## config.mk

```make
export PLATFORM = sky130hd
export DESIGN_NAME = pwm_dac_multi
export DESIGN_NICKNAME = d
export VERILOG_FILES = /design/src/rtl/pwm_dac_multi.sv
export SDC_FILE = /design/constraint.sdc
export NUM_CORES = 1
export LEC_CHECK = 0
export BUFFER_PORTS_ARGS = -buffer_cell sky130_fd_sc_hd__buf_2
export CAP_MARGIN = 40
export CORE_AREA = 8 8 144 146
export CTS_BUF_LIST = sky130_fd_sc_hd__clkbuf_8
export DETAILED_ROUTE_END_ITERATION = 10
export DIE_AREA = 0 0 152 154
export PLACE_DENSITY = 0.38
export SLEW_MARGIN = 30
export SYNTH_ARGS = -nofsm -noshare
export SYNTH_HDL_FRONTEND = slang
export SYNTH_SLANG_ARGS = --single-unit
```

## constraint.sdc

```tcl
create_clock -name clk_clk -period 2.9 [get_ports clk_clk]
set_input_delay 0.58 -clock clk_clk [delete_from_list [all_inputs] [get_ports clk_clk]]
set_output_delay 0.58 -clock clk_clk [all_outputs]
set_load 0.02 [all_outputs]
```

## src/rtl/pwm_dac_multi.sv

```systemverilog
// Multi-channel PWM DAC: a shared prescaler drives an edge- or centre-aligned counter,
// and double-buffered duty registers swap only at period boundaries.
module pwm_dac_multi #(
  parameter int CHANNELS = 4,
  parameter int WIDTH    = 8
) (
  input  logic                clk_clk,
  input  logic                reset_reset,
  input  logic                enable,
  input  logic                mode,
  input  logic [1:0]          freq_sel,
  input  logic                wr_en,
  input  logic [3:0]          wr_chan,
  input  logic [WIDTH-1:0]    wr_data,
  output logic [CHANNELS-1:0] pwm_out,
  output logic                period_tick
);
  localparam logic [WIDTH-1:0] CNT_MAX = {WIDTH{1'b1}};
  localparam logic [WIDTH-1:0] CNT_ONE = WIDTH'(1);

  typedef enum logic {UP = 1'b0, DOWN = 1'b1} dir_t;

  dir_t             dir, dir_nxt;
  logic             en_q;
  logic [5:0]       presc, presc_nxt, presc_max;
  logic [WIDTH-1:0] cnt, cnt_nxt;
  logic             act_mode;
  logic [1:0]       act_fsel;
  logic             tick;
  logic             boundary;
  logic [WIDTH-1:0] shadow [CHANNELS];
  logic [WIDTH-1:0] active [CHANNELS];

  always_comb begin
    case (act_fsel)
      2'd0:    presc_max = 6'd0;
      2'd1:    presc_max = 6'd3;
      2'd2:    presc_max = 6'd15;
      default: presc_max = 6'd63;
    endcase
  end

  assign tick = (presc == presc_max);

  // The first enabled clock after reset or a disable also counts as a boundary.
  assign boundary = enable &&
                    (!en_q || (tick && (act_mode ? (dir == DOWN && cnt == CNT_ONE)
                                                 : (cnt == CNT_MAX))));

  always_comb begin
    presc_nxt = presc;
    cnt_nxt   = cnt;
    dir_nxt   = dir;
    if (!enable || boundary) begin
      presc_nxt = '0;
      cnt_nxt   = '0;
      dir_nxt   = UP;
    end else if (tick) begin
      presc_nxt = '0;
      if (!act_mode) begin
        cnt_nxt = cnt + CNT_ONE;
      end else if (dir == UP) begin
        if (cnt == CNT_MAX) begin
          cnt_nxt = CNT_MAX - CNT_ONE;
          dir_nxt = DOWN;
        end else begin
          cnt_nxt = cnt + CNT_ONE;
        end
      end else begin
        cnt_nxt = cnt - CNT_ONE;
      end
    end else begin
      presc_nxt = presc + 6'd1;
    end
  end

  always_ff @(posedge clk_clk) begin
    if (reset_reset) begin
      en_q        <= 1'b0;
      presc       <= '0;
      cnt         <= '0;
      dir         <= UP;
      act_mode    <= 1'b0;
      act_fsel    <= '0;
      pwm_out     <= '0;
      period_tick <= 1'b0;
      for (int i = 0; i < CHANNELS; i++) begin
        shadow[i] <= '0;
        active[i] <= '0;
      end
    end else begin
      en_q        <= enable;
      presc       <= presc_nxt;
      cnt         <= cnt_nxt;
      dir         <= dir_nxt;
      period_tick <= boundary;
      if (boundary) begin
        act_mode <= mode;
        act_fsel <= freq_sel;
      end
      // A write landing on a boundary clock misses that transfer: active takes the old shadow.
      for (int i = 0; i < CHANNELS; i++) begin
        pwm_out[i] <= enable && (cnt < active[i]);
        if (boundary) active[i] <= shadow[i];
        if (wr_en && wr_chan == 4'(i)) shadow[i] <= wr_data;
      end
    end
  end
endmodule
```

==> results by stage, run 1 <==
Worst hold path:
- In this run the worst hold path is classified as input pin to flip-flop.

Yosys:
- The number of different library cells used by synthesis comes to 58.
- The synthesized design contains 88 register bits.
- The count of warnings emitted by yosys is 0.
- In the post-synthesis netlist, the biggest area contributors are edfxtp_1 (42%), dfxtp_1 (11%), and2_1 (9.1%).
- The dominant cell type by area after synthesis is edfxtp_1.
- In this run, synthesis inferred 64 flip-flops with an integrated enable.
- The summed instance area of the synthesized netlist is 4530 um^2.
- The net count after synthesis is 446.
- Summing the sequential cell areas from Yosys gives 53.1% of the chip area.
- In the synthesized netlist the dominant register cell turns out to be edfxtp_1.
- The average footprint of a synthesized cell is 11.5 um^2.
- After synthesis, the largest area contributor takes up 42.5% of total cell area.
- The cell count after synthesis is 395.
- For this run, asynchronously set or reset flops after synthesis account for 0%.

Floorplanning:
- The floorplan step defined a die boundary enclosing 23400 um^2.
- The effective utilization at floorplan is 24.5%.
- The chip width is 152 um.
- The floorplan has 50 rows.
- The region available for standard cell placement spans 18500 um^2.
- The die is 154 um tall.
- The number of primary I/O pins is 24.

CTS:
- The tree is rooted in a clkbuf_8.
- The CTS H-tree depth is 3.
- The number of gates resized after CTS was 0.
- Buffers added to address setup during post-CTS repair amount to 0.
- Clock latency on the worst-skew pair, taken at its later pin, is 0.38 ns.
- The CTS clock-pin slew for the worst setup and hold paths is 0.10 ns.
- TritonCTS built the clock tree.
- The count of clock tree sinks is 88.
- Clock tree synthesis inserted a total of 9 buffers.
- The post-cts hold buffer count is 0.
- The number of buffers on the longest clock path is 2.

Pwr:
- Cell internal power was estimated by the tool at 1.83 mW.
- The combinational cell fraction of total power is 7.4%.
- In this run the power density over the cells is 487 nW/um^2.
- The switching part of the total power is 26.2%.
- The sequential share of power is 58.2%.
- The leakage power is 2.03 nW.
- For this design the total switching power over the nets is 651 uW.
- The worst ir drop on vdd is 183 uV.
- The part of the power in the clock network is 34.3%.

Timing:
- The number of endpoints with negative hold slack in the final report came to 0.
- Summed over all failing endpoints, the final setup total negative slack is 0 ns.
- The tightest hold path in the finished design has a slack of 0.439 ns.
- The achievable frequency is 393 MHz.
- Dividing the final minimum period by the clock period gives 87.6%.
- Setup repair after global routing left no endpoint under its margin.
- The total setup violations reported at the end of the flow is 0.
- The minimum clock period is 2.54 ns.
- The post-route clock skew is 0.0119 ns.
- The max-slew headroom at the worst pin is 62.4%.
- The number of pins exceeding their max-slew limit in the final report is 0.
- At the pin with the least slew margin, the transition time is 0.563 ns.

Finish:
- The number of antenna diodes in the final layout is 0.
- The top cell types in the final layout, fill and taps aside, are and2_1 (66), edfxtp_1 (64), inv_1 (36), ha_1 (32), dfxtp_1 (24).
- Cells fill 27.7% of the core in the end.
- Summing all non-filler instances in the final layout gives an area of 5110 um^2.
- The fraction of layout cells with a size suffix above 1 is 16.2%.
- The area growth from synthesis to layout is 12.8%.
- The number of fill cells in the layout is 1898.
- The number of nets in the final layout is 478.
- The library cell used most frequently in the layout, excluding fill and tap cells, is and2_1.

GRT:
- The number of global-route vias before repair is 3013.
- The initial antenna violation count came to 0.
- The pin count of the biggest net entering global routing is 34.
- The total track usage is 8.37%.
- The first global-routing pass estimated 15.4 mm of wire.
- Summed over all layers, the global routing overflow is 0.

Routing:
- The detail route stage leaves a number of antenna-violating nets equal to 0.
- Wires add up to 9.39 mm.
- For this block, the initial DRC count from the detailed router was 82.
- The number of vias after detailed routing is 2839.
- The post-route DRC violation count is 0.
- Using the TritonRoute via totals, the vias-per-cell ratio works out to 4.26.
- Before antenna repair, the detailed router went through 4 iterations.
- Dividing the detail-routed wire length by the instance count gives 14.1 um.

Placed design:
- Summed over all nets, the half-perimeter wirelength after detailed placement is 7.16 mm.
- At the end of routability-driven placement, the weighted congestion stood at 0.797.
- The number of input and output port buffers inserted is 23.
- In this run the cell area measured after placement is 4910 um^2.

Run:
- The number of max-cap violations is 0.

Critical path:
- The startpoint of the worst-slack reg-to-reg timing path is cnt[0].
- Of all nets on the critical path, the largest fanout is 32.
- The register-to-register setup slack is 0.36 ns.
- The most critical setup path has its startpoint at cnt[0].
- The kind of start point of the critical path is a flip-flop.
- The worst endpoint required time is 2.93 ns.
- The depth of the worst register-to-register path is 6.
- STA classifies the critical path endpoint as a flip-flop.
- The capturing element of the worst setup path is active[3][2].
- STA puts the critical path data arrival time at 2.57 ns.
- The critical path class is flip-flop to flip-flop.
- The endpoint identified for the worst register-to-register timing path is active[3][2].

Outcome:
- The run finished with clean final reports.
==> worst max-delay path, stage by stage (launching register included) <==
cell and delay, ns:
dfxtp_1 0.57, ha_1 0.26, and3_1 0.25, nand2_1 0.13, o21ai_2 0.27, a31o_2 0.28, or2_4 0.41
==> cell type report <==
type | instances | area, um^2 | area share (%)
clock buffers | 9 | 124 | 2.43
inverters | 36 | 135 | 2.65
clock inverters | 7 | 72.6 | 1.42
multi-input cells | 256 | 1870 | 36.6
flip-flops and latches | 88 | 2400 | 47.0
well taps | 234 | 293 | 5.73
repair buffers | 36 | 213 | 4.17
==> stage by stage <==
stage          std cells  setup WS, ns  total power [mW]
5_1_grt              666         0.156              2.61
3_5_place_dp         650         0.126              1.67
6_report             666         0.358              2.48
4_1_cts              666        0.0929              2.55
3_3_place_gp         650         0.197              1.67
2_1_floorplan        395         0.605              1.60
==> worst min path at each step <==
stage,from,end,slack [ns],cells past startpoint
4_1_cts,mode,act_mode,0.41,3
5_1_grt,freq_sel[0],act_fsel[0],0.44,3
3_3_place_gp,presc[0],presc[0],0.48,1
3_5_place_dp,presc[0],presc[0],0.49,1
2_1_floorplan,presc[0],presc[0],0.46,1
6_report,mode,act_mode,0.44,3
==> synthesized netlist by cell type (all sizes together), types with 2 or more instances <==
cell	n
o311ai	4
xnor2	4
nand3	11
a211o	2
nor2	17
nand2	10
or4	4
nor4	5
a31o	5
dfxtp	24
xor2	3
nor2b	2
nor3b	2
mux2i	4
ha	32
a211oi	5
edfxtp	64
inv	36
a31oi	3
nor3	10
and2	67
clkbuf	5
nand3b	2
buf	10
or2	2
o21ai	21
and3	4
a21o	10
a21oi	3
nand2b	6
nand4	2
o21a	2
==> per-layer routing <==
layer / track usage (%) / wire length (um)
met5: 0 / 0
met4: 4.52 / 254
met2: 13.6 / 4310
met1: 10.0 / 4570
met3: 2.16 / 253
==> power by group through the flow <==
stage / clock, mW / combinational (mW) / sequential [mW]
CTS: 0.904 / 0.193 / 1.45
floorplan: 0 / 0.123 / 1.47
global route: 0.942 / 0.212 / 1.46
detailed placement: 0 / 0.191 / 1.48
global placement: 0 / 0.190 / 1.48
finish: 0.853 / 0.185 / 1.45
==> sequential cells by signal, summed over array words and instances (netlist names) <==
register and cells:
cnt 8, en_q 1, shadow 32, active 32, act_mode 1, period_tick 1, dir 1, presc 6
pwm_out 4, act_fsel 2
==> cells by family after synthesis <==
kind of cell	Yosys count	synth area share (%)
XOR/XNOR	7	1.35
adder cells (fa/ha/maj)	32	8.84
AO/OA/AOI/OAI	65	10.4
flip-flops	88	53.1
AND/OR/NAND/NOR	147	19.4
multiplexers	5	1.13
buffers and inverters	51	5.75
Note: power is estimated with default switching activity, not from simulation.
==> run 2, diff against run 1 <==
--- a/config.mk
+++ b/config.mk
@@ -6,7 +6,6 @@
 export NUM_CORES = 1
 export LEC_CHECK = 0
 export BUFFER_PORTS_ARGS = -buffer_cell sky130_fd_sc_hd__buf_2
-export CAP_MARGIN = 40
 export CORE_AREA = 8 8 144 146
 export CTS_BUF_LIST = sky130_fd_sc_hd__clkbuf_8
 export DETAILED_ROUTE_END_ITERATION = 10
==> constraint.sdc (replaced) <==
create_clock -name clk_clk -period 2.8 [get_ports clk_clk]
set_input_delay 0.56 -clock clk_clk [delete_from_list [all_inputs] [get_ports clk_clk]]
set_output_delay 0.56 -clock clk_clk [all_outputs]
set_load 0.02 [all_outputs]
==> run 2 against run 1 <==
Cell count grew 0.45%; clock skew up 0.0060 ns; worst hold slack barely moved; via count up 1.5%; critical endpoint is now active[2][2]; utilization up 0.10 points; largest cell class unchanged; critical path depth grew 1; global-route usage increased by 0.088 points; sequential power increased by 3%; non-clock buffer count rose by 3; highest routed layer unchanged; sequential share of layout area decreased by 0.17 points; largest power group unchanged.
==> results by stage, run 2 (synthesis results as in run 1) <==
Critical path:
- The cell family contributing the most delay on the critical path is simple AND/OR/NAND/NOR gates.
- The delay contributed by the slowest stage of the critical path is 0.62 ns (+0.05 ns).
- The endpoint identified for the worst register-to-register timing path is active[2][2].
- The worst path arrival time was 2.45 ns (-0.12 ns).
- The worst setup path is launched from a flip-flop.
- The register-to-register setup slack came to 0.34 ns (-0.02 ns).
- The worst setup path is captured at a flip-flop.
- The largest driver fanout on the critical path was 32 (unchanged).
- The critical path startpoint is cnt[1].
- The depth of the worst register-to-register path is 7 (+1).
- The capturing element of the worst setup path is active[2][2].
- The master of the slowest instance on the critical path is or2_2.
- The total buffers and inverters traversed by the critical path is 1 (+1).
- The worst register-to-register path begins at cnt[1].
- Traced cell by cell, the critical path runs through inv_1 > ha_1 > nor4bb_1 > nand3_1 > o21ai_2 > a31o_2 > or2_2.
- The total stage count of the critical path is 7 (+1).
- The critical path class is flip-flop to flip-flop.
- The worst endpoint required time is 2.79 ns (-0.14 ns).

Routing:
- The number of nets with antenna violations after detailed routing is 0 (unchanged).
- The number of vias per cell was 4.31 (+1.0%).
- The number of optimization iterations in the first detailed-route pass is 4 (unchanged).
- The average routed wire per standard cell was 14.2 um (+0.76%).
- The number of vias after detailed routing is 2881 (+1.5%).
- The post-route DRC violation count came to 0 (unchanged).
- The initial detailed-routing violation count is 107 (+30%).
- The final wirelength is 9.50 mm (+1.2%).

Outcome:
- The flow ran to the end, and the final reports show no timing, DRC or antenna violations.

Placed design:
- The number of input and output port buffers inserted is 23 (unchanged).
- The worst setup slack after placement is 0.323 ns (+0.197 ns).
- The routability-driven placement congestion ratio is 0.768 (-3.6%).
- The post-DP HPWL came to 7.22 mm (+0.85%).

Timing:
- The max-slew headroom at the worst pin is 50.0% (-12 points).
- The total setup violations reported at the end of the flow is 0 (unchanged).
- The final cycle utilization of the critical path is 88.0% (+0.35 points).
- The slew at the pin with the worst max-slew slack is 0.750 ns (+0.186 ns).
- The number of endpoints with negative hold slack in the final report is 0 (unchanged).
- The achievable frequency was 406 MHz (+3.2%).
- The least setup slack across all paths after layout was 0.336 ns (-0.0222 ns).
- The number of pins exceeding their max-slew limit in the final report is 0 (unchanged).
- The post-route clock skew is 0.0180 ns (+0.00603 ns).
- Setup repair after global routing left no endpoint under its margin.
- The setup TNS is 0 ns (unchanged).
- The minimum clock period is 2.46 ns (-0.0778 ns).

GRT:
- The pin count of the biggest net entering global routing is 34 (unchanged).
- The number of global-route vias before repair is 2952 (-2.0%).
- The total overflow reported by the global router is 0 (unchanged).
- The initial antenna violation count is 0 (unchanged).
- The wire length of the first global-routing pass is 15.6 mm (+1.1%).
- The total track usage is 8.46% (+0.088 points).

Pwr:
- The worst ir drop on vdd came to 190 uV (+4.2%).
- The power density over cell area is 505 nW/um^2 (+3.8%).
- The power after layout came to 2.59 mW (+4.2%).
- The leakage power is 2.04 nW (+0.87%).

Floorplanning:
- The die footprint came to 23400 um^2 (unchanged).
- The chip width is 152 um (unchanged).
- The effective utilization at floorplan came to 24.5% (unchanged).
- The overall die height is 154 um (unchanged).
- The core outline area came to 18500 um^2 (unchanged).
- The number of primary I/O pins came to 24 (unchanged).
- The row count was 50 (unchanged).

Finish:
- The number of fill cells in the layout is 1926 (+1.5%).
- The number of nets in the final layout is 481 (+0.63%).
- The library cell used most frequently in the layout, excluding fill and tap cells, is and2_1.
- The area growth from synthesis to layout is 13.2%.
- The fraction of layout cells with a size suffix above 1 is 16.3% (+0.12 points).
- The top cell types in the final layout, fill and taps aside, are and2_1 (66), edfxtp_1 (64), inv_1 (37), ha_1 (32), dfxtp_1 (24).
- The antenna diode count was 0 (unchanged).
- The share of the core filled with cells is 27.8% (+0.10 points).
- The largest registers in the layout are active x32, shadow x32, cnt x8.

CTS:
- The count of clock tree sinks came to 88 (unchanged).
- The number of clock buffers inserted by TritonCTS is 9 (unchanged).
- The CTS clock-pin slew for the worst setup and hold paths was 0.09 ns (about the same).
- The clock network latency to the later pin of the worst-skew pair is 0.37 ns (about the same).
- TritonCTS built the clock tree.
- The number of setup buffers added after CTS is 0 (unchanged).
- The CTS H-tree depth is 3 (unchanged).
- The post-cts hold buffer count is 0 (unchanged).
- The cell sitting at the root of the clock tree is a clkbuf_8.
- The number of buffers on the longest clock path is 2 (unchanged).
- The number of gates resized after CTS is 0 (unchanged).

Worst hold path:
- The worst hold path class is input pin to flip-flop.

Run:
- The number of max-cap violations was 0 (unchanged).
## run 2: cell types whose count changed in the layout (fill, tap and decap cells not counted), sizes merged
| cell | change |
|---|---|
| buf | +3 |
| bufinv | +1 |
| inv | -1 |
## run 2: per-stage QoR
stage	hold slack, ns	instances	cell area, um^2
2_1_floorplan	0.456	395	4530
3_3_place_gp	0.476	653	4930
3_5_place_dp	0.487	653	4930
4_1_cts	0.409	669	5120
5_1_grt	0.456	669	5120
6_report	0.438	669	5120
## run 2: power breakdown
group	switching [mW]	leakage [nW]	internal, mW
logic	0.118	1.10	0.0767
clock network	0.483	0.0991	0.415
registers	0.0245	0.848	1.47
## run 2: final cells by class
| class | count | area [um^2] | share of cell area [%] |
|---|---|---|---|
| Clock inverter | 7 | 71.3 | 1.39 |
| Timing Repair Buffer | 39 | 235 | 4.59 |
| Clock buffer | 9 | 124 | 2.42 |
| Sequential cell | 88 | 2400 | 46.9 |
| Tap cell | 234 | 293 | 5.71 |
| Inverter | 36 | 135 | 2.64 |
| Multi-Input combinational cell | 256 | 1860 | 36.4 |
## run 2: metal layers
layer  global-route usage, %  up-vias  routed length, um
met4                    4.00        0                127
met3                    1.96        8                274
met5                       0        -                  0
li1                        -     1474                  -
met1                    10.3     1360               4560
met2                    14.0       39               4540
## run 2: worst reg2reg max path: cells and delay by family (launching register included)
family / cells / cell delay [ns]
buffers and inverters: 1 / 0.14
AO/OA/AOI/OAI: 2 / 0.35
adder cells (fa/ha/maj): 1 / 0.16
AND/OR/NAND/NOR: 3 / 1.04
flip-flops: 1 / 0.38
## run 2: worst min-delay path by stage
stage,cells after the start,endpoint,start,slack [ns]
final,3,act_mode,mode,0.44
after global routing,3,act_fsel[0],freq_sel[0],0.46
after CTS,3,act_mode,mode,0.41
after detailed placement,1,presc[0],presc[0],0.49
after global placement,1,presc[0],presc[0],0.48
after floorplan,1,presc[0],presc[0],0.46
